--- config.mk ---
export PLATFORM = sky130hd
export DESIGN_NAME = axi4_lite_regbank_flat
export DESIGN_NICKNAME = d
export VERILOG_FILES = /design/src/rtl/axi4_lite_regbank_if.sv /design/src/rtl/axi4_lite_regbank.sv /design/src/flat_wrapper.sv
export SDC_FILE = /design/constraint.sdc
export NUM_CORES = 1
export LEC_CHECK = 0
export ABC_CLOCK_PERIOD_IN_PS = 52000
export CAP_MARGIN = 30
export CORE_AREA = 10 10 248 250
export CTS_CLUSTER_DIAMETER = 40
export CTS_CLUSTER_SIZE = 28
export DETAILED_ROUTE_END_ITERATION = 16
export DIE_AREA = 0 0 258 260
export PLACE_DENSITY_LB_ADDON = 0.3
export SLEW_MARGIN = 25
export SYNTH_ARGS = -nofsm -noshare
export SYNTH_HDL_FRONTEND = slang
export SYNTH_SLANG_ARGS = --single-unit
--- constraint.sdc ---
create_clock -name ACLK -period 52 [get_ports ACLK]
set_input_delay 5.2 -clock ACLK [delete_from_list [all_inputs] [get_ports ACLK]]
set_output_delay 5.2 -clock ACLK [all_outputs]
set_load 0.01 [all_outputs]
--- src/rtl/axi4_lite_regbank_if.sv ---
// AXI4-Lite bus bundle for axi4_lite_regbank: AW/W/B/AR/R channel signals.
interface axi4_lite_regbank_if #(
  parameter int unsigned DATA_W = 32,
  parameter int unsigned ADDR_W = 32
);
  logic [ADDR_W-1:0]   AWADDR;
  logic                AWVALID;
  logic                AWREADY;
  logic [DATA_W-1:0]   WDATA;
  logic [DATA_W/8-1:0] WSTRB;
  logic                WVALID;
  logic                WREADY;
  logic [1:0]          BRESP;
  logic                BVALID;
  logic                BREADY;
  logic [ADDR_W-1:0]   ARADDR;
  logic                ARVALID;
  logic                ARREADY;
  logic [DATA_W-1:0]   RDATA;
  logic [1:0]          RRESP;
  logic                RVALID;
  logic                RREADY;

  modport master (
    output AWADDR, AWVALID, input AWREADY,
    output WDATA, WSTRB, WVALID, input WREADY,
    input  BRESP, BVALID, output BREADY,
    output ARADDR, ARVALID, input ARREADY,
    input  RDATA, RRESP, RVALID, output RREADY
  );

  modport slave (
    input  AWADDR, AWVALID, output AWREADY,
    input  WDATA, WSTRB, WVALID, output WREADY,
    output BRESP, BVALID, input BREADY,
    input  ARADDR, ARVALID, output ARREADY,
    output RDATA, RRESP, RVALID, input RREADY
  );
endinterface

--- src/rtl/axi4_lite_regbank.sv ---
// AXI4-Lite slave register bank: NUM_REGS x DATA_W registers, independent
// AW/W capture, byte strobes, SLVERR on out-of-range addresses, and a flat
// copy of the register state for downstream logic.
module axi4_lite_regbank #(
  parameter int unsigned       DATA_W    = 32,
  parameter int unsigned       ADDR_W    = 32,
  parameter int unsigned       NUM_REGS  = 16,
  parameter logic [DATA_W-1:0] RESET_VAL = '0
) (
  input  logic                         ACLK,
  input  logic                         ARESET,
  axi4_lite_regbank_if.slave           bus,
  output logic [NUM_REGS*DATA_W-1:0]   regs_q
);
  localparam int unsigned NB  = DATA_W / 8;
  localparam int unsigned LSB = $clog2(NB);
  // A single-register bank still uses a 1-bit index field so that a
  // nonzero bit there is reported as out of range.
  localparam int unsigned IW  = (NUM_REGS > 1) ? $clog2(NUM_REGS) : 1;
  localparam logic [IW:0] NR  = NUM_REGS[IW:0];

  localparam logic [1:0] RESP_OKAY   = 2'b00;
  localparam logic [1:0] RESP_SLVERR = 2'b10;

  function automatic logic in_range(input logic [ADDR_W-1:0] a);
    logic [ADDR_W-1:0] upper;
    upper = a >> (LSB + IW);
    return ({1'b0, a[LSB +: IW]} < NR) && (upper == '0);
  endfunction

  function automatic logic [IW-1:0] idx_of(input logic [ADDR_W-1:0] a);
    return a[LSB +: IW];
  endfunction

  logic [DATA_W-1:0] regs [NUM_REGS];

  logic              rdy_en;
  logic              aw_hold;
  logic [ADDR_W-1:0] aw_addr;
  logic              w_hold;
  logic [DATA_W-1:0] w_data;
  logic [NB-1:0]     w_strb;
  logic              bvalid;
  logic [1:0]        bresp;
  logic              rvalid;
  logic [DATA_W-1:0] rdata;
  logic [1:0]        rresp;

  logic awready, wready, arready;
  logic aw_hs, w_hs, ar_hs, commit;

  assign awready = rdy_en & ~aw_hold;
  assign wready  = rdy_en & ~w_hold;
  assign arready = rdy_en & ~rvalid;
  assign aw_hs   = bus.AWVALID & awready;
  assign w_hs    = bus.WVALID & wready;
  assign ar_hs   = bus.ARVALID & arready;
  assign commit  = aw_hold & w_hold & ~bvalid;

  assign bus.AWREADY = awready;
  assign bus.WREADY  = wready;
  assign bus.ARREADY = arready;
  assign bus.BVALID  = bvalid;
  assign bus.BRESP   = bresp;
  assign bus.RVALID  = rvalid;
  assign bus.RDATA   = rdata;
  assign bus.RRESP   = rresp;

  // READY outputs stay low during reset and open on the first edge after it.
  always_ff @(posedge ACLK or posedge ARESET) begin
    if (ARESET) rdy_en <= 1'b0;
    else        rdy_en <= 1'b1;
  end

  // Write path: capture AW and W independently, commit once both are held
  // and no response is outstanding, then present B until accepted.
  always_ff @(posedge ACLK or posedge ARESET) begin
    if (ARESET) begin
      aw_hold <= 1'b0;
      aw_addr <= '0;
      w_hold  <= 1'b0;
      w_data  <= '0;
      w_strb  <= '0;
      bvalid  <= 1'b0;
      bresp   <= RESP_OKAY;
      for (int unsigned i = 0; i < NUM_REGS; i++) regs[i] <= RESET_VAL;
    end else begin
      if (aw_hs) begin
        aw_hold <= 1'b1;
        aw_addr <= bus.AWADDR;
      end
      if (w_hs) begin
        w_hold <= 1'b1;
        w_data <= bus.WDATA;
        w_strb <= bus.WSTRB;
      end
      if (bvalid && bus.BREADY) bvalid <= 1'b0;
      if (commit) begin
        aw_hold <= 1'b0;
        w_hold  <= 1'b0;
        bvalid  <= 1'b1;
        if (in_range(aw_addr)) begin
          bresp <= RESP_OKAY;
          for (int unsigned b = 0; b < NB; b++)
            if (w_strb[b]) regs[idx_of(aw_addr)][b*8 +: 8] <= w_data[b*8 +: 8];
        end else begin
          bresp <= RESP_SLVERR;
        end
      end
    end
  end

  // Read path: register data/response on AR handshake, hold until RREADY.
  // Sampling regs here sees the pre-commit value on a same-cycle collision.
  always_ff @(posedge ACLK or posedge ARESET) begin
    if (ARESET) begin
      rvalid <= 1'b0;
      rdata  <= '0;
      rresp  <= RESP_OKAY;
    end else if (ar_hs) begin
      rvalid <= 1'b1;
      if (in_range(bus.ARADDR)) begin
        rdata <= regs[idx_of(bus.ARADDR)];
        rresp <= RESP_OKAY;
      end else begin
        rdata <= '0;
        rresp <= RESP_SLVERR;
      end
    end else if (rvalid && bus.RREADY) begin
      rvalid <= 1'b0;
    end
  end

  // Flat view of the register state.
  for (genvar g = 0; g < NUM_REGS; g++) begin : g_flat
    assign regs_q[g*DATA_W +: DATA_W] = regs[g];
  end
endmodule

--- src/flat_wrapper.sv ---
// flat-port wrapper written by rule: the top's interface ports become plain ports
module axi4_lite_regbank_flat 
#(
  parameter int unsigned       DATA_W    = 32,
  parameter int unsigned       ADDR_W    = 32,
  parameter int unsigned       NUM_REGS  = 16,
  parameter logic [DATA_W-1:0] RESET_VAL = '0
)
  (ACLK, ARESET, regs_q, bus_AWADDR, bus_AWVALID, bus_AWREADY, bus_WDATA, bus_WSTRB, bus_WVALID, bus_WREADY, bus_BRESP, bus_BVALID, bus_BREADY, bus_ARADDR, bus_ARVALID, bus_ARREADY, bus_RDATA, bus_RRESP, bus_RVALID, bus_RREADY);
  axi4_lite_regbank_if #(.DATA_W(DATA_W), .ADDR_W(ADDR_W)) bus_i ();
  input  logic ACLK;
  input  logic ARESET;
  output logic [NUM_REGS*DATA_W-1:0] regs_q;
  input wire logic [$bits(bus_i.AWADDR)-1:0] bus_AWADDR;
  input wire logic [$bits(bus_i.AWVALID)-1:0] bus_AWVALID;
  output wire logic [$bits(bus_i.AWREADY)-1:0] bus_AWREADY;
  input wire logic [$bits(bus_i.WDATA)-1:0] bus_WDATA;
  input wire logic [$bits(bus_i.WSTRB)-1:0] bus_WSTRB;
  input wire logic [$bits(bus_i.WVALID)-1:0] bus_WVALID;
  output wire logic [$bits(bus_i.WREADY)-1:0] bus_WREADY;
  output wire logic [$bits(bus_i.BRESP)-1:0] bus_BRESP;
  output wire logic [$bits(bus_i.BVALID)-1:0] bus_BVALID;
  input wire logic [$bits(bus_i.BREADY)-1:0] bus_BREADY;
  input wire logic [$bits(bus_i.ARADDR)-1:0] bus_ARADDR;
  input wire logic [$bits(bus_i.ARVALID)-1:0] bus_ARVALID;
  output wire logic [$bits(bus_i.ARREADY)-1:0] bus_ARREADY;
  output wire logic [$bits(bus_i.RDATA)-1:0] bus_RDATA;
  output wire logic [$bits(bus_i.RRESP)-1:0] bus_RRESP;
  output wire logic [$bits(bus_i.RVALID)-1:0] bus_RVALID;
  input wire logic [$bits(bus_i.RREADY)-1:0] bus_RREADY;
  assign bus_i.AWADDR = bus_AWADDR;
  assign bus_i.AWVALID = bus_AWVALID;
  assign bus_AWREADY = bus_i.AWREADY;
  assign bus_i.WDATA = bus_WDATA;
  assign bus_i.WSTRB = bus_WSTRB;
  assign bus_i.WVALID = bus_WVALID;
  assign bus_WREADY = bus_i.WREADY;
  assign bus_BRESP = bus_i.BRESP;
  assign bus_BVALID = bus_i.BVALID;
  assign bus_i.BREADY = bus_BREADY;
  assign bus_i.ARADDR = bus_ARADDR;
  assign bus_i.ARVALID = bus_ARVALID;
  assign bus_ARREADY = bus_i.ARREADY;
  assign bus_RDATA = bus_i.RDATA;
  assign bus_RRESP = bus_i.RRESP;
  assign bus_RVALID = bus_i.RVALID;
  assign bus_i.RREADY = bus_RREADY;
  axi4_lite_regbank #(.DATA_W(DATA_W), .ADDR_W(ADDR_W), .NUM_REGS(NUM_REGS), .RESET_VAL(RESET_VAL)) u_core (.ACLK(ACLK), .ARESET(ARESET), .bus(bus_i), .regs_q(regs_q));
endmodule
==> run summary, run 1 <==
Yosys printed 0 warnings. The tightest min-delay check is of the flip-flop to flip-flop type. The final period utilization works out to 16.3%. Cells with a size suffix above 1 make up 40.1% of the layout. The logs give 17.4 nW for the static leakage and 660 for the I/O pin total.

Largest fanout on the critical path: 117. The share of the synthesized area in compound gates (AO/OA/AOI/OAI) came out at 2.84%. At the end of routability-driven placement, the weighted congestion stood at 0.898. Gates resized during post-CTS repair numbered 0. The run gives 49.6% as the starting density of the core. The worst setup path is captured at an async pin. The logs give 56300 sq um for the area of the placeable core and 0 for the remaining routing DRC violations. The cell area that synthesis handed to floorplanning was 27900 sq um.

After detailed routing, the number of vias per cell comes to 6.01. VDD sags by at most 0.0342 mV. Compared with the post-synthesis result, the final layout area differs by 38.0%. In the synthesized netlist, the number of instances is 1693. The run gives 100 mm as the wire length reported by the detailed router. The worst pin sits at a relative slew slack of 31.3%. The arrival time of the worst setup path is 9.17 ns.

The run gives 20.3k as the via count of the first global-routing pass. Number of buffers added by the clock tree synthesis step: 88. The tools report the worst-skew pair later-pin latency as 0.64 ns.

The average cell area after synthesis came out at 16.5 sq um. The highest clock frequency the design can meet is 118 MHz, and the layout net count is 2476. The worst setup path is launched from an input pin.

In this run the deepest clock path goes through 3 buffers. The logs give 0 for the count of pins over their slew limit and 0.0413 ns for the setup clock skew after layout. The H-tree depth is 3. Before antenna repair, the detailed router went through 5 iterations. After synthesis the netlist holds a flip-flop and latch count of 617. Setup repair after global routing left no endpoint under its margin. The die is 258 um wide. The power per unit of standard cell area works out to 34.2 nW/um^2. The number of antenna violations at the first check in global routing was 6. The routed design could run at a clock period as short as 8.49 ns. Final-report setup violation count: 0. The logs give 0 for the final global-route overflow total and 30 for the post-synthesis cell type count. The largest net degree at the start of global routing came out at 118. Dividing the detail-routed wire length by the instance count gives 31.3 um.

Buffers inserted to repair hold after CTS numbered 0. The first-pass GRT wire length is 144 mm, and the reported max-cap violation count is 0. The portion of synthesized area spent on multiplexers is 33.7%. In this run, the number of DRC markers left after iteration 0 of detailed routing was 1549.

Simple-gate share of the synthesized area: 6.38%. TritonCTS built the clock tree. Total number of vias: 19.2k. The tree is rooted in a clkbuf_16.

The dominant combinational cell family by area after synthesis was multiplexers. The area after detailed placement was 35300 sq um. The finished cells cover 38500 sq um.

Global routing used 29.1% of the available tracks across all layers. The tools report the post-route setup TNS as 0 ns. HPWL reported at the end of detailed placement: 70.8 mm. The die covers 67100 sq um. The critical path in this run is classified as input pin to async pin. The tools report the share of synthesized area occupied by flip-flops and latches as 55.3%. The tree built by TritonCTS fans out to 617 sinks. In this run the remaining antenna-violating nets after routing total 0. The count of input and output buffers is 653, and the post-CTS repair timing setup buffer count is 0.

Clock-pin slew was measured on the worst setup and hold paths at 0.05 ns. For the worst setup path, the data required time is 52.68 ns. The flow ran to the end, and the final reports show no timing, DRC or antenna violations. The number of hold violations in the final report is 0, and the adder and majority gate portion of the synthesized area is 0%. After Yosys synthesis, XOR and XNOR cells account for 0% of the synthesized area. The y dimension of the die is 260 um. The initialized floorplan defines 87 standard-cell rows. The slew at the pin with the worst max-slew slack is 1.02 ns.
[routing by layer]
layer	GRT usage (%)	routed length, um
met4	12.8	4100
met1	34.8	37800
met5	0	13
met3	8.33	7560
met2	48.6	50600
[synth_stat cells (all sizes together)]
| cell | number | area (sq um) |
|---|---|---|
| nor2 | 5 | 18.8 |
| and2 | 1 | 6.26 |
| o21ai | 3 | 15.0 |
| a211o | 1 | 8.76 |
| buf | 35 | 205 |
| nor2b | 11 | 68.8 |
| o22a | 1 | 8.76 |
| a32o | 1 | 10.0 |
| a21oi | 1 | 5.00 |
| conb | 2 | 7.51 |
| or4 | 1 | 7.51 |
| nand2 | 46 | 173 |
| nand4 | 4 | 25.0 |
| and3b | 1 | 8.76 |
| inv | 9 | 33.8 |
| a22o | 31 | 272 |
| nor4 | 76 | 1440 |
| a21o | 1 | 7.51 |
| nand3 | 6 | 30.0 |
| a22oi | 62 | 465 |
| mux4 | 128 | 2880 |
| mux2i | 1 | 10.0 |
| dfrtp | 617 | 15400 |
| mux2 | 578 | 6510 |
| clkbuf | 71 | 267 |
[cell usage in the layout, fill, tap and decap left out, types with 4 or more instances in the layout]
master / Yosys / final
clkinv_2: 0 / 8
clkbuf_1: 71 / 5
nand3_1: 6 / 6
a22o_1: 31 / 31
inv_2: 4 / 4
buf_6: 0 / 13
diode_2: 0 / 5
nand4_1: 4 / 4
clkinv_4: 0 / 6
mux4_2: 128 / 128
nor2_1: 5 / 4
clkbuf_16: 0 / 88
nand2_1: 46 / 44
nor4_4: 64 / 65
clkbuf_8: 0 / 11
clkinvlp_4: 0 / 10
nor2b_1: 11 / 9
inv_1: 5 / 4
dfrtp_1: 617 / 617
clkdlybuf4s50_1: 0 / 651
buf_4: 13 / 21
mux2_2: 578 / 578
bufinv_16: 0 / 12
inv_6: 0 / 13
clkinv_8: 0 / 4
a22oi_1: 62 / 62
nor4_1: 11 / 11
[state kept, by name, indices dropped and copies added, names as in the netlist]
| signal | cells |
|---|---|
| u_core.bus.RDATA | 32 |
| u_core.aw_hold | 1 |
| u_core.w_data | 32 |
| u_core.bus.BVALID | 1 |
| u_core.aw_addr | 30 |
| u_core.bus.RVALID | 1 |
| u_core.regs_q | 512 |
| u_core.bus.BRESP | 1 |
| u_core.rdy_en | 1 |
| u_core.w_strb | 4 |
| u_core.bus.RRESP | 1 |
| u_core.w_hold | 1 |
[through the flow]
step,setup WS (ns),util (%),hold WS (ns),instances,power [mW]
after floorplan,29.52,-,0.480,1694,0.645
after global placement,42.09,62.5,0.484,3019,0.692
after detailed placement,41.96,62.7,0.493,3026,0.700
after CTS,42.64,68.2,0.506,3186,1.32
after global routing,43.04,68.5,0.519,3200,1.36
final,43.51,68.5,0.503,3200,1.32
[worst max-delay path, stage by stage]
cell and delay [ns]:
clkdlybuf4s50_1 0.49, inv_8 0.56, buf_6 0.61, buf_4 0.72, buf_4 0.45, buf_16 0.31
buf_6 0.58
[power by group]
part | leakage [nW] | internal, mW | switching (mW)
Combinational | 7.43 | 0.0419 | 0.0715
Clock | 1.50 | 0.391 | 0.233
Sequential | 8.46 | 0.507 | 0.0752
Total | 17.4 | 0.940 | 0.380
[final cells by class]
type	instances	area (sq um)
Fill cell	3818	17700
Tap cell	756	946
Clock buffer	104	2370
Clock inverter	56	749
Antenna cell	5	12.5
Sequential cell	617	15400
Timing Repair Buffer	691	6950
Multi-Input combinational cell	962	12000
Inverter	9	41.3
[path summary, 6_finish.rpt]
check / startpoint / endpoint / slack (ns) / cells past startpoint
max reg2reg: u_core.aw_addr[21]$_DFFE_PP0P_ / u_core.regs_q[216]$_DFFE_PP0P_ / 48.52 / 7
max: ARESET / u_core.regs_q[457]$_DFFE_PP0P_ / 43.51 / 7
min reg2reg: u_core.bus.RDATA[24]$_DFFE_PP0P_ / u_core.bus.RDATA[24]$_DFFE_PP0P_ / 0.50 / 1
max in group ACLK: bus_ARADDR[4] / u_core.bus.RDATA[0]$_DFFE_PP0P_ / 44.39 / 6
min: u_core.bus.RDATA[24]$_DFFE_PP0P_ / u_core.bus.RDATA[24]$_DFFE_PP0P_ / 0.50 / 1
min in group asynchronous: ARESET / u_core.regs_q[29]$_DFFE_PP0P_ / 5.14 / 2
[logic make-up after synthesis]
| group | after synthesis |
|---|---|
| mux | 707 |
| flops | 617 |
| simple gates | 151 |
| buf+inv | 115 |
| compound gates | 101 |
| other cells | 2 |
(Power assumes the default switching activity.)
==> run 2, diff against run 1 <==
- ABC_CLOCK_PERIOD_IN_PS: 52000 -> 7900
- clock period: 52 -> 7.9 ns (I/O delays scaled with it)
==> run 2 against run 1 <==
Utilization increased by 0.080 points. Sequential power rose to 6.6 times the previous value. Total power grew to 6.7 times the previous value. Sequential share of layout area is essentially flat. Critical path depth did not move. Via count rose by 0.43%. Register-to-register slack worse by 44 ns. Critical path type is now flip-flop to flip-flop.
==> run summary, run 2 (same netlist as run 1, synthesis figures left out) <==
The number of rows in the core area is 87 (unchanged), and the depth of the worst register-to-register path is 7 (unchanged). The cell family contributing the most delay on the critical path was simple AND/OR/NAND/NOR gates (was buffers and inverters). Commonest cells after routing, fill and taps aside: 651 x clkdlybuf4s50_1, 617 x dfrtp_1, 578 x mux2_2, 128 x mux4_2, 92 x clkbuf_16 (was 651 x clkdlybuf4s50_1, 617 x dfrtp_1, 578 x mux2_2, 128 x mux4_2, 88 x clkbuf_16). The total area of multi-input combinational cells was 12000 sq um (about the same); the growth of design area from synthesis to finish was 38.2% (was 38.0%). Endpoint of the worst hold-timing path: u_core.bus.RDATA[1]$_DFFE_PP0P_ (was u_core.bus.RDATA[24]$_DFFE_PP0P_).

The startpoint-to-endpoint class of the critical path is flip-flop to flip-flop (was input pin to async pin). Final global-route overflow total: 0 (unchanged). The hold buffer count at CTS is 0 (unchanged). The met1 routing resource usage after global routing is 35.1% (was 34.8%). The die footprint is 67100 sq um (unchanged), and the reported max-cap violation count is 0 (unchanged). The number of fill cells came out at 3803 (was 3818). The first-pass GRT wire length is 147 mm (was 144 mm). The commonest non-fill, non-tap cell in the layout is clkdlybuf4s50_1 (unchanged). The power per unit of standard cell area works out to 230 nW/um^2 (was 34.2 nW/um^2).

The I/O pin total was 660 (unchanged). The layout cell share with drive strength beyond 1 is 39.9% (was 40.1%). The number of design-rule violations left by the first detailed-router iteration was 1349 (was 1549); the count of input and output buffers was 653 (unchanged). The largest incremental delay on the critical path works out to 0.87 ns (was 0.72 ns). The met2 capacity usage during global routing is 49.3% (was 48.6%). The tools report the start of the worst register-to-register path as u_core.aw_addr[21]$_DFFE_PP0P_ (unchanged). The via count of the first global-routing pass is 20.7k (was 20.3k), and the horizontal die dimension is 258 um (unchanged). The logs give 19.3k (was 19.2k) for the total number of vias and 4.22 ns (was 43.51 ns) for the slack of the critical path.

The highest ir drop seen on vdd was 0.181 mV (was 0.0342 mV). The y dimension of the die works out to 260 um (unchanged). The buffers plus inverters on the worst setup path works out to 3 (was 7).

Post-CTS repair timing setup buffer count: 0 (unchanged). Number of buffers added by the clock tree synthesis step: 90 (was 88). Global-route total usage across every layer: 29.8% (was 29.1%). The post-route setup TNS came out at 0 ns (unchanged).

The area taken by flip-flops and latches was 15400 sq um (unchanged). The tools report the clock root buffer as clkbuf_16 (unchanged). The slew at the pin with the worst max-slew slack came out at 1.10 ns (was 1.02 ns). The starting density of the core was 49.6% (unchanged); the static leakage was 17.4 nW (about the same). For the number of antenna violations at the first check in global routing, the log shows 6 (unchanged). For the H-tree depth, the log shows 3 (unchanged).

The startpoint type of the worst setup path is a flip-flop (was an input pin). Area of the placeable core: 56300 sq um (unchanged). The wire length per cell after detailed routing came out at 31.8 um (was 31.3 um). The clock slew at the register clock pins of the worst setup and hold paths is 0.06 ns (was 0.05 ns).

The number of stages on the worst hold path was 1 (unchanged); the internal reg-to-reg setup slack was 4.22 ns (was 48.52 ns). The setup clock skew after layout is 0.0353 ns (was 0.0413 ns), and the post-route cell area is 38600 sq um (was 38500 sq um). The run gives 35300 sq um (about the same) as the area after detailed placement. The detailed-router iteration count before antenna repair was 5 (unchanged). The met3 layer usage reported by global route was 8.95% (was 8.33%). The remaining routing DRC violations is 0 (unchanged).

Beginning of the worst hold path: u_core.bus.RDATA[1]$_DFFE_PP0P_ (was u_core.bus.RDATA[24]$_DFFE_PP0P_). The largest fanout on the critical path was 21 (was 117); the minimum clock period after layout was 3.68 ns. The count of pins over their slew limit is 0 (unchanged), and the number of placed cells counting well taps is 3023 (was 3026). The tools report the layout net count as 2471 (was 2476).

The worst hold-check slack came out at 0.508 ns (was 0.503 ns). For the number of standard cells in the final layout excluding fillers, the log shows 3196 (was 3200). Highest clock frequency the design can meet: 272 MHz.

The final-report setup violation count is 0 (unchanged), and the post-cts repair resize count is 0 (unchanged). Number of hold violations in the final report: 0 (unchanged). The remaining max-slew budget at the tightest pin is 26.1% (was 31.3%). The most crowded layer after global routing is met2 (unchanged). The TritonCTS sink count came out at 617 (unchanged).

The run gives 4.29 ns (was 41.96 ns) as the pre-CTS setup slack. The critical register-to-register path endpoint is u_core.regs_q[3]$_DFFE_PP0P_ (was u_core.regs_q[216]$_DFFE_PP0P_). The class of the worst hold path was flip-flop to flip-flop (unchanged). Setup repair after global routing left no endpoint under its margin.

The flow ran to the end, and the final reports show no timing, DRC or antenna violations. Cell chain of the critical path: nor4_1, nand4_1, buf_8, buf_4, buf_12, nor4_4, mux2_2 (was clkdlybuf4s50_1, inv_8, buf_6, buf_4, buf_4, buf_16, buf_6). The worst-skew pair later-pin latency was 0.62 ns (was 0.64 ns); the share of the core filled with cells in the final layout was 68.6% (was 68.5%). The run gives 8.86 mW (was 1.32 mW) as the total power. The largest net degree at the start of global routing came out at 183 (was 118).

For the endpoint required time on the critical path, the log shows 8.37 ns (was 52.68 ns). The tools report the critical path capture point type as a flip-flop (was an async pin). The tools report the arrival time of the worst setup path as 4.15 ns (was 9.17 ns).

The final estimated routing congestion in global placement was 0.864 (was 0.898); the wire length reported by the detailed router was 102 mm (was 100 mm). Flip-flop count of the largest register, all copies and words added: 512 (unchanged). HPWL reported at the end of detailed placement: 70.9 mm (was 70.8 mm). The worst path uses 46.5% of the clock period. Post-detailed-route via-to-cell ratio: 6.05 (was 6.01). The worst-case clock buffer depth is 3 (unchanged), and the post-route antenna net violation count is 0 (unchanged). TritonCTS built the clock tree. Cell type of the slowest stage on the worst timing path: nor4_4 (was buf_4).
## run 2: changes by cell type in the layout (fill, tap and decap cells not counted), moves of 3 or more
| cell | delta |
|---|---|
| buf_6 | -7 |
| clkinv_2 | -4 |
| inv_6 | +3 |
| clkbuf_16 | +4 |
| clkinv_8 | -3 |
| inv_8 | +3 |
| clkbuf_8 | -5 |
| clkinv_4 | +4 |
| bufinv_16 | +3 |
## run 2: layout make-up
type / instances / area share (%)
sequential: 617 / 40.0
clock buffer: 104 / 6.24
antenna: 5 / 0.0324
tap: 756 / 2.45
timing repair buffer: 684 / 17.8
inverter: 9 / 0.0973
clock inverter: 59 / 2.16
multi-input combinational: 962 / 31.2
## run 2: layer usage
metal,vias up,wire [um]
met5,-,26
met4,4,4700
li1,7889,-
met1,10300,37700
met3,217,8810
met2,955,50400
## run 2: report_power, final
| group | internal (mW) | total [mW] | switching (mW) |
|---|---|---|---|
| Combinational | 0.275 | 0.752 | 0.478 |
| Clock | 2.72 | 4.28 | 1.56 |
| Sequential | 3.34 | 3.83 | 0.497 |
## run 2: how the worst max path moves through the flow
stage                                               from                        endpoint  slack, ns  depth (start not counted)
after floorplan                                   ARESET  u_core.aw_addr[10]$_DFFE_PP0P_      -1.31                          1
after global placement    u_core.aw_addr[21]$_DFFE_PP0P_   u_core.regs_q[61]$_DFFE_PP0P_       3.83                          5
after detailed placement   u_core.bus.BVALID$_DFFE_PP0P_    u_core.regs_q[6]$_DFFE_PP0P_       4.29                          7
after CTS                  u_core.bus.BVALID$_DFFE_PP0P_    u_core.regs_q[3]$_DFFE_PP0P_       4.22                          7
after global routing      u_core.aw_addr[21]$_DFFE_PP0P_    u_core.regs_q[3]$_DFFE_PP0P_       4.13                          7
final                     u_core.aw_addr[21]$_DFFE_PP0P_    u_core.regs_q[3]$_DFFE_PP0P_       4.22                          7
==> run 3, diff against run 2 <==
- ABC_CLOCK_PERIOD_IN_PS: 7900 -> 2950
- CORE_AREA: 10 10 248 250 -> 10 10 258 260
- DIE_AREA: 0 0 258 260 -> 0 0 268 270
- clock period: 7.9 -> 2.95 ns (I/O delays scaled with it)
==> run 3 against run 2 <==
Maximum frequency up 41%. Design area up 4.3%. Global-route usage down 1.8 points. Critical path depth unchanged. Final cell count up 4.4%. Clock skew down 0.0029 ns. Clock power rose to 2.7 times the previous value. Total power rose to 2.7 times the previous value. Highest routed layer unchanged. Utilization down 2.9 points. Hold slack worse by 0.28 ns. Combinational power rose to 2.8 times the previous value. Worst setup slack worse by 3.9 ns.
==> run summary, run 3 (same netlist as run 1, synthesis figures left out) <==
The beginning of the worst hold path is bus_RREADY (was u_core.bus.RDATA[1]$_DFFE_PP0P_). The H-tree depth was 3 (unchanged); the number of rows in the core area was 91 (was 87). The critical path capture point type was a flip-flop (unchanged). The highest ir drop seen on vdd was 0.501 mV (was 0.181 mV); the count of input and output buffers was 653 (unchanged).

The combinational fraction of design power was 8.8% (was 8.5%); the slew at the pin with the worst max-slew slack was 0.826 ns (was 1.10 ns). The run gives 0.64 ns (was 0.62 ns) as the worst-skew pair later-pin latency. Commonest non-fill, non-tap cell in the layout: clkdlybuf4s50_1 (unchanged).

The post-detailed-route via-to-cell ratio came out at 5.85 (was 6.05). The HPWL reported at the end of detailed placement was 72.8 mm (was 70.9 mm); the final period utilization was 88.5% (was 46.5%). Static leakage: 18.1 nW (was 17.4 nW).

Setup repair after global routing left no endpoint under its margin. The layout net count is 2573 (was 2471). The run gives 660 (unchanged) as the I/O pin total. The tools report the remaining max-slew budget at the tightest pin as 44.8% (was 26.1%).

The largest incremental delay on the critical path was 0.40 ns (was 0.87 ns); the largest net degree at the start of global routing was 133 (was 183). The first-pass GRT wire length was 149 mm (was 147 mm). The tools report the remaining routing DRC violations as 0 (unchanged).

TritonCTS built the clock tree. For the number of design-rule violations left by the first detailed-router iteration, the log shows 1410 (was 1349). Worst-case clock buffer depth: 3 (unchanged). The flip-flop count of the largest register, all copies and words added works out to 512 (unchanged). The class of the worst hold path was input pin to flip-flop (was flip-flop to flip-flop).

The logs give 0 (unchanged) for the final-report setup violation count and 19.5k (was 19.3k) for the total number of vias. The run gives 15400 sq um (unchanged) as the area taken by flip-flops and latches. The worst hold-check slack was 0.231 ns (was 0.508 ns); the final global-route overflow total was 0 (unchanged). The number of hold violations in the final report was 0 (unchanged). The growth of design area from synthesis to finish came out at 44.1% (was 38.2%).

For the via count of the first global-routing pass, the log shows 21.1k (was 20.7k). The cell seen most often among critical-path stages is buf_12. The y dimension of the die came out at 270 um (was 260 um). The tools report the cell-internal power as 16.9 mW (was 6.33 mW). The switching share of power was 29.1% (was 28.6%); the area of the placeable core was 61300 sq um (was 56300 sq um). Detailed-router iteration count before antenna repair: 5 (unchanged).

The run gives 28.0% (was 29.8%) as the global-route total usage across every layer. The flow ran to the end, and the final reports show no timing, DRC or antenna violations. The number of antenna violations at the first check in global routing is 3 (was 6). The logs give 3.45 ns (was 8.37 ns) for the endpoint required time on the critical path and 3.11 ns (was 4.15 ns) for the arrival time of the worst setup path. Post-route antenna net violation count: 0 (unchanged). The number of stages on the worst hold path came out at 2 (was 1). The tools report the highest clock frequency the design can meet as 383 MHz (was 272 MHz). The cell type of the slowest stage on the worst timing path was dfrtp_1 (was nor4_4). The number of standard cells in the final layout excluding fillers was 3338 (was 3196). The die footprint was 72400 sq um (was 67100 sq um). Final estimated routing congestion in global placement: 0.873 (was 0.864). Cell chain of the critical path: nor4_1, nand4_1, buf_4, buf_12, nor4_4, buf_12, mux2_2 (was nor4_1, nand4_1, buf_8, buf_4, buf_12, nor4_4, mux2_2). The power per unit of standard cell area came out at 593 nW/um^2 (was 230 nW/um^2).

The total area of multi-input combinational cells was 12000 sq um (unchanged). The number of fill cells was 4263 (was 3803). The depth of the worst register-to-register path works out to 7 (unchanged). Wire length per cell after detailed routing: 30.7 um (was 31.8 um).

The largest fanout on the critical path is 40 (was 21), and the TritonCTS sink count is 617 (unchanged). The layout cell share with drive strength beyond 1 works out to 42.5% (was 39.9%). The horizontal die dimension works out to 268 um (was 258 um).

The logs give 95 (was 90) for the number of buffers added by the clock tree synthesis step and 23.9 mW (was 8.86 mW) for the total power. The wire length reported by the detailed router came out at 103 mm (was 102 mm). The start of the worst register-to-register path was u_core.aw_addr[20]$_DFFE_PP0P_ (was u_core.aw_addr[21]$_DFFE_PP0P_). The logs give 6.95 mW (was 2.53 mW) for the net switching power of the design and 48.4% (was 48.3%) for the relative contribution of the clock network to total power. Worst setup path startpoint: u_core.aw_addr[20]$_DFFE_PP0P_ (was u_core.aw_addr[21]$_DFFE_PP0P_).

The register share of total power is 42.8% (was 43.2%). Share of the core filled with cells in the final layout: 65.7% (was 68.6%). Commonest cells after routing, fill and taps aside: 651 x clkdlybuf4s50_1, 617 x dfrtp_1, 578 x mux2_2, 128 x mux4_2, 96 x clkbuf_16 (was 651 x clkdlybuf4s50_1, 617 x dfrtp_1, 578 x mux2_2, 128 x mux4_2, 92 x clkbuf_16).

The count of pins over their slew limit is 0 (unchanged), and the reported max-cap violation count is 0 (unchanged). The clock root buffer was clkbuf_16 (unchanged). The startpoint type of the worst setup path is a flip-flop (unchanged). The tools report the number of placed cells counting well taps as 3157 (was 3023). For the starting density of the core, the log shows 45.6% (was 49.6%). The startpoint-to-endpoint class of the critical path is flip-flop to flip-flop (unchanged). The clock slew at the register clock pins of the worst setup and hold paths is 0.06 ns (about the same), and the minimum clock period after layout is 2.61 ns (was 3.68 ns). The run gives 0.0324 ns (was 0.0353 ns) as the setup clock skew after layout.
[run 3: cell count changes in the layout (fill, tap and decap cells not counted), sizes merged]
| cell | previous run | this run |
|---|---|---|
| dlygate4sd3 | 0 | 1 |
| bufinv | 15 | 10 |
| clkinvlp | 8 | 22 |
| diode | 5 | 2 |
| inv | 30 | 24 |
| clkinv | 15 | 19 |
| buf | 33 | 129 |
| clkbuf | 104 | 111 |
[run 3: worst max-delay path: cells and delay by family, from the launching register on]
family / cells / cell delay [ns]
simple gates: 3 / 1.03
buf+inv: 3 / 0.65
flops: 1 / 0.40
mux: 1 / 0.35
[run 3: per-stage QoR]
| stage | cell area (sq um) | TNS (ns) | worst slack [ns] |
|---|---|---|---|
| floorplan | 27900 | -3557.63 | -5.77 |
| global placement | 36900 | 0 | 0.409 |
| detailed placement | 36900 | 0 | 0.385 |
| CTS | 40200 | 0 | 0.363 |
| global route | 40200 | 0 | 0.171 |
| finish | 40200 | 0 | 0.339 |
[run 3: what timing repair did]
item / in CTS / in global routing
hold endpoints to repair: 2 / 0
buffers inserted: 0 / 0
setup endpoints to repair: 0 / 0
hold buffers: 1 / 0
resized for setup: 0 / 0
[run 3: layer usage]
metal / wire length, um / vias to the layer above / part of all wire, % / global-route usage (%)
met2: 51700 / 867 / 50 / 47.1
met1: 37800 / 10400 / 37 / 32.9
met4: 4290 / 2 / 4.2 / 12.0
met5: 13 / - / 0.013 / 0
li1: - / 8068 / - / -
met3: 8870 / 193 / 8.6 / 8.16
[run 3: path summary, 6_finish.rpt]
path	to	slack [ns]
max	u_core.regs_q[45]$_DFFE_PP0P_	0.34
min	u_core.bus.RVALID$_DFFE_PP0P_	0.23
max reg2reg	u_core.regs_q[45]$_DFFE_PP0P_	0.34
min reg2reg	u_core.bus.RDATA[3]$_DFFE_PP0P_	0.51
max in group asynchronous	u_core.w_data[10]$_DFFE_PP0P_	1.32
min in group asynchronous	u_core.aw_addr[26]$_DFFE_PP0P_	0.57
[run 3: layout make-up]
class / instances / area share, %
Inverter: 9 / 0.0933
Tap cell: 790 / 2.46
Clock inverter: 66 / 1.98
Multi-Input combinational cell: 962 / 29.9
Antenna cell: 2 / 0.0124
Timing Repair Buffer: 781 / 20.9
Sequential cell: 617 / 38.4
Clock buffer: 111 / 6.33
[run 3: power groups by stage]
stage	Clock, mW	Sequential, mW	Combinational [mW]
detailed placement	0	10.3	2.10
floorplan	0	9.51	1.87
CTS	11.7	10.1	2.12
global route	12.1	10.3	2.23
finish	11.6	10.2	2.10
global placement	0	10.2	2.04
